===== config.mk =====
export PLATFORM = sky130hd
export DESIGN_NAME = audio_demux
export DESIGN_NICKNAME = d
export VERILOG_FILES = /design/src/rtl/audio_demux.sv
export SDC_FILE = /design/constraint.sdc
export NUM_CORES = 2
export LEC_CHECK = 0
export ABC_AREA = 1
export BUFFER_PORTS_ARGS = -buffer_cell sky130_fd_sc_hd__buf_2
export CORE_ASPECT_RATIO = 1.1
export CORE_UTILIZATION = 30
export CTS_CLUSTER_SIZE = 14
export DETAILED_ROUTE_END_ITERATION = 10
export PLACE_DENSITY = 0.48
export REMOVE_ABC_BUFFERS = 1
export SETUP_SLACK_MARGIN = 0.5
export SLEW_MARGIN = 10
export SYNTH_ARGS = -nofsm -noshare
export SYNTH_HDL_FRONTEND = slang
export SYNTH_SLANG_ARGS = --single-unit

===== constraint.sdc =====
create_clock -name clk -period 7.37 [get_ports clk]
set_input_delay 0 -clock clk [delete_from_list [all_inputs] [get_ports clk]]
set_output_delay 0 -clock clk [all_outputs]
set_load 0.05 [all_outputs]

===== src/rtl/audio_demux.sv =====
// CPU-fed stereo sample FIFO drained by the rising edge of an asynchronous I2S frame clock.
// Optional build macro AUDIO_DEMUX_UNDERRUN_CNT_EN adds a 16-bit saturating underrun counter at address 3.
module audio_demux #(
  parameter int FIFO_WIDTH    = 6,
  parameter int AUD_BIT_DEPTH = 24
) (
  input  logic                     clk,
  input  logic                     reset,
  input  logic [2:0]               address,
  input  logic                     read,
  input  logic                     write,
  input  logic [31:0]              datain,
  output logic [31:0]              dataout,
  input  logic                     lrck,
  output logic [AUD_BIT_DEPTH-1:0] lsound_out,
  output logic [AUD_BIT_DEPTH-1:0] rsound_out,
  output logic                     sample_valid,
  output logic                     fifo_empty,
  output logic                     fifo_full
);
  localparam int DEPTH  = 1 << FIFO_WIDTH;
  localparam int PAIR_W = 2 * AUD_BIT_DEPTH;

  logic [PAIR_W-1:0]        mem [DEPTH];
  logic [FIFO_WIDTH-1:0]    wr_ptr, rd_ptr;
  logic [FIFO_WIDTH:0]      level;
  logic [AUD_BIT_DEPTH-1:0] left_hold, sample_in;
  logic                     run, overflow, underrun;
  logic                     lrck_s1, lrck_s2, lrck_d, armed;
  logic                     pop_req, wr_left, wr_push, wr_ctrl, wr_run;
  logic                     flush, clr_sticky, do_push, do_pop, do_under, drop_push;
  logic [31:0]              status, cnt_word, rd_data;
  logic                     unused_datain;

  // CPU access: read/write are one-cycle strobes with no ready; every access completes
  // in the cycle it is strobed, and read data lands on dataout one cycle after read.
  assign wr_left    = write && (address == 3'd0);
  assign wr_push    = write && (address == 3'd1);
  assign wr_ctrl    = write && (address == 3'd2);
  assign wr_run     = write && (address == 3'd4);
  assign sample_in  = datain[31 -: AUD_BIT_DEPTH];
  assign flush      = wr_ctrl & datain[0];
  assign clr_sticky = wr_ctrl & datain[1];
  assign unused_datain = ^datain;

  assign fifo_empty = (level == '0);
  assign fifo_full  = (level == (FIFO_WIDTH+1)'(DEPTH));

  // armed stays low for the first cycle after reset so a stale sync edge cannot pop.
  assign pop_req   = lrck_s2 & ~lrck_d & armed;
  assign do_push   = wr_push & ~fifo_full & ~flush;
  assign drop_push = wr_push & fifo_full;
  assign do_pop    = pop_req & run & ~fifo_empty & ~flush;
  assign do_under  = pop_req & run & fifo_empty & ~flush;

  always_ff @(posedge clk or posedge reset) begin
    if (reset) begin
      lrck_s1 <= 1'b0;
      lrck_s2 <= 1'b0;
      lrck_d  <= 1'b0;
      armed   <= 1'b0;
    end else begin
      lrck_s1 <= lrck;
      lrck_s2 <= lrck_s1;
      lrck_d  <= lrck_s2;
      armed   <= 1'b1;
    end
  end

  always_ff @(posedge clk) begin
    if (do_push) mem[wr_ptr] <= {left_hold, sample_in};
  end

  always_ff @(posedge clk or posedge reset) begin
    if (reset) begin
      wr_ptr       <= '0;
      rd_ptr       <= '0;
      level        <= '0;
      left_hold    <= '0;
      run          <= 1'b0;
      overflow     <= 1'b0;
      underrun     <= 1'b0;
      lsound_out   <= '0;
      rsound_out   <= '0;
      sample_valid <= 1'b0;
      dataout      <= '0;
    end else begin
      sample_valid <= pop_req & run & ~flush;
      if (wr_left) left_hold <= sample_in;
      if (wr_run) run <= datain[0];
      if (read) dataout <= rd_data;
      // A new event in the same cycle as a clear wins so it is never lost.
      if (clr_sticky) begin
        overflow <= 1'b0;
        underrun <= 1'b0;
      end
      if (drop_push) overflow <= 1'b1;
      if (do_under) underrun <= 1'b1;
      if (flush) begin
        wr_ptr <= '0;
        rd_ptr <= '0;
        level  <= '0;
      end else begin
        if (do_push) wr_ptr <= wr_ptr + 1'b1;
        if (do_pop) rd_ptr <= rd_ptr + 1'b1;
        if (do_push && !do_pop) level <= level + 1'b1;
        else if (!do_push && do_pop) level <= level - 1'b1;
      end
      if (pop_req && !flush) begin
        if (do_pop) begin
          {lsound_out, rsound_out} <= mem[rd_ptr];
        end else begin
          lsound_out <= '0;
          rsound_out <= '0;
        end
      end
    end
  end

`ifdef AUDIO_DEMUX_UNDERRUN_CNT_EN
  logic [15:0] under_cnt;

  always_ff @(posedge clk or posedge reset) begin
    if (reset) begin
      under_cnt <= '0;
    end else if (do_under) begin
      if (under_cnt != 16'hFFFF) under_cnt <= under_cnt + 1'b1;
    end else if (clr_sticky) begin
      under_cnt <= '0;
    end
  end

  assign cnt_word = {16'b0, under_cnt};
`else
  assign cnt_word = '0;
`endif

  always_comb begin
    status                = '0;
    status[FIFO_WIDTH:0]  = level;
    status[16]            = overflow;
    status[17]            = underrun;
  end

  always_comb begin
    rd_data = '0;
    case (address)
      3'd2:    rd_data = status;
      3'd3:    rd_data = cnt_word;
      3'd4:    rd_data = {31'b0, run};
      default: rd_data = '0;
    endcase
  end
endmodule


==> flow_metrics.tcl <==
set metrics [dict create \
    finalCriticalPeriod_ns 5.03 \
    instances_no_fill 17945 \
    slowest_stage "nand4_1" \
    ys_top_cells_by_area "edfxtp_1 70%, nand2_1 12%, nand3_1 4.7%" \
    p_switching_mw 16.2 \
    avgSynthCellArea_um2 11.0 \
    sequentialPowerShare 0.424 \
    post_cts_buffers 0 \
    min_path_type "in -> reg" \
    first_iter_violations 8156 \
    grt.total_usage 0.187 \
    vias_per_cell 4.76 \
    cts_tree "yes" \
    final_area_um2 149000 \
    place_area_um2 138000 \
    die_w_um 633 \
    synth_cells 11876 \
    portBuffers 93 \
    cp-start-kind "register" \
    power_density_nw_per_um2 329 \
    clock_latency_ns 0.99 \
    core_um2 435000 \
    cp-end-kind "register" \
    cp_cell_sequence "inv_2 -> nand4_1 -> nor2_1 -> nor2_2 -> nand4_1 -> nor2_4 -> buf_4" \
    antenna_found_initial 13 \
    async_flop_share 0.0340 \
    wl_per_cell_um 23.4 \
    path_max_fanout 35 \
    yosysSeqAreaShare 0.724 \
    power.share.clock 0.338 \
    cts.sinks 3180 \
    synth_top_area_frac 0.703 \
    post-place-cells 17294 \
    timing.hold.ws_ns 0.129 \
    yosys_register_bits 3180 \
    worstPathRequired_ns 7.93 \
    crit_path_max_incr_delay_ns 1.07 \
    gp_congestion 0.777 \
    synth_most_common_cell "nand2_1" \
    cts_max_path_buffers 4 \
    synth_top_cells_by_count "4127 x nand2_1, 3072 x edfxtp_1, 1248 x nor2_1" \
    final_core_util 0.344 \
    dp_hpwl_mm 209 \
    report.final.slew_viol_count 0 \
    finClkSkew_ns 0.0812 \
    grt_overflow 0 \
    placementRows 254 \
    totalWireLength_mm 420 \
    switching_share 0.330 \
    period_share 0.683 \
    holdBufCountCts 46 \
    cp_common_cell "nand4_1" \
    max_slew.worst_pin.slew_ns 1.19 \
    synth_edf_count 3072 \
    cts-root-buf "clkbuf_16" \
    rsz0062_at_grt "false" \
    area_delta_synth_final_pct 13.9 \
    power_frac_comb 0.238 \
    synth_cell_type_count 36 \
    grt_first_pass_wirelength_mm 598 \
    nets 11966 \
    grt_max_degree 198 \
    worst-setup-path-type "reg -> reg" \
    setup_viol 0 \
    fin_ws_ns 2.34 \
    yosys.area.top_type "edfxtp_1" \
    cts.repair.resized 0 \
    route.antenna.remaining_nets 0 \
    initial_core_util 0.302 \
    h-tree-depth 5 \
    arrival_ns 5.59 \
    yosys_warnings 0 \
    die_h_um 696 \
    drt_first_pass_iters 6 \
    tns_ns 0 \
    final_hold_viol_count 0 \
    cts.clk_slew.worst_paths_ns 0.06 \
    status "finished, final reports clean" \
    cts_made_buffers 334 \
    power.total_mw 49.2 \
    intPower_mw 33.0 \
    peakVddDrop_v 0.000334 \
    drc_errors 0 \
    leakage_nw 55.9 \
    die_area_um2 440000 \
    timing.max_cap.violations 0 \
    synth_area_um2 131000 \
    io_pins 123 \
    pre_cts_slack_ns 2.47 \
    fmax_mhz 199 \
    grt_pass1_vias 80419 \
    slew_headroom 0.204 \
    vias 85500 \
    drive_above_1_share 0.0795 \
    synth_top_flop_cell "edfxtp_1" \
]
## final cells by class
class	instances	area [um2]
antenna	3	7.51
sequential	3180	95000
multi-input combinational	7437	31300
inverter	590	2280
timing repair buffer	374	3120
tap	5760	7210
fill	42960	286000
clock inverter	155	1460
clock buffer	446	9110
## registers in the layout (all words and copies together), names as in the netlist, 6 cells and up
register	flops
lsound_out	24
level	7
wr_ptr	6
left_hold	24
dataout	9
mem	3072
rd_ptr	6
rsound_out	24
## power by group through the flow
| stage | sequential, mW | clock [mW] | combinational (mW) |
|---|---|---|---|
| after floorplan | 22.0 | 0 | 5.53 |
| after global placement | 21.3 | 0 | 11.8 |
| after detailed placement | 21.3 | 0 | 11.7 |
| after CTS | 20.9 | 16.9 | 11.8 |
| after global routing | 20.9 | 17.6 | 13.1 |
| final | 20.9 | 16.6 | 11.7 |
## final timing paths
path,startpoint,to,slack (ns),cells after the start
setup / recovery,level[0],mem[42][34],2.34,7
hold / removal,address[0],overflow,0.13,6
setup reg to reg,level[0],mem[42][34],2.34,7
hold reg to reg,lrck_s1,lrck_s2,0.35,0
max in group asynchronous,reset,left_hold[0],5.57,5
min in group asynchronous,reset,level[5],0.28,4
## routing by layer
metal  global-route usage  vias up  part of all wire  wire (um)
met5                    0        -          0.000021          9
met4               0.0572        2             0.033      14000
met3               0.0241      561             0.054      22900
met2                0.317     2354              0.48     203000
met1                0.248    42640              0.43     181000
li1                     -    39943                 -          -
## kinds of logic after synthesis
group / Yosys count / synth area share
compound gates: 686 / 0.0264
buf+inv: 1281 / 0.0419
mux: 24 / 0.00206
simple gates: 6690 / 0.205
other cells: 2 / 0.0000572
xor+xnor: 4 / 0.000267
fa+ha+maj: 9 / 0.000916
flops: 3180 / 0.724
## worst max-delay path: cells and delay by family (launching register included)
family        cells  cell delay (ns)
buf+inv           2             0.82
flops             1             0.43
simple gates      5             3.15
## placed cells by master (no fill, tap or decap), types with 4 or more instances in the layout
| master | instances |
|---|---|
| nand2_1 | 4125 |
| edfxtp_1 | 3072 |
| nand3_1 | 1231 |
| nor2_1 | 1200 |
| inv_1 | 579 |
| o21ai_0 | 451 |
| clkbuf_16 | 340 |
| buf_4 | 202 |
| a21oi_1 | 201 |
| buf_2 | 92 |
| dfrtp_1 | 88 |
| clkbuf_1 | 86 |
| clkinv_2 | 53 |
| clkinv_1 | 49 |
| nor2_4 | 47 |
| dlygate4sd3_1 | 46 |
| or2_2 | 44 |
| buf_12 | 34 |
| mux2_2 | 24 |
| conb_1 | 24 |
| clkbuf_8 | 20 |
| bufinv_16 | 19 |
| o21ai_1 | 17 |
| nor3_2 | 15 |
| dfrtp_2 | 15 |
| o22ai_1 | 11 |
| clkinv_8 | 10 |
| inv_6 | 9 |
| clkinvlp_4 | 9 |
| ha_1 | 8 |
| nand4_1 | 7 |
| inv_8 | 6 |
| nand2_2 | 5 |
| dfrtp_4 | 5 |
| nor3_1 | 4 |
| nor3b_1 | 4 |
(Power assumes the default switching activity.)
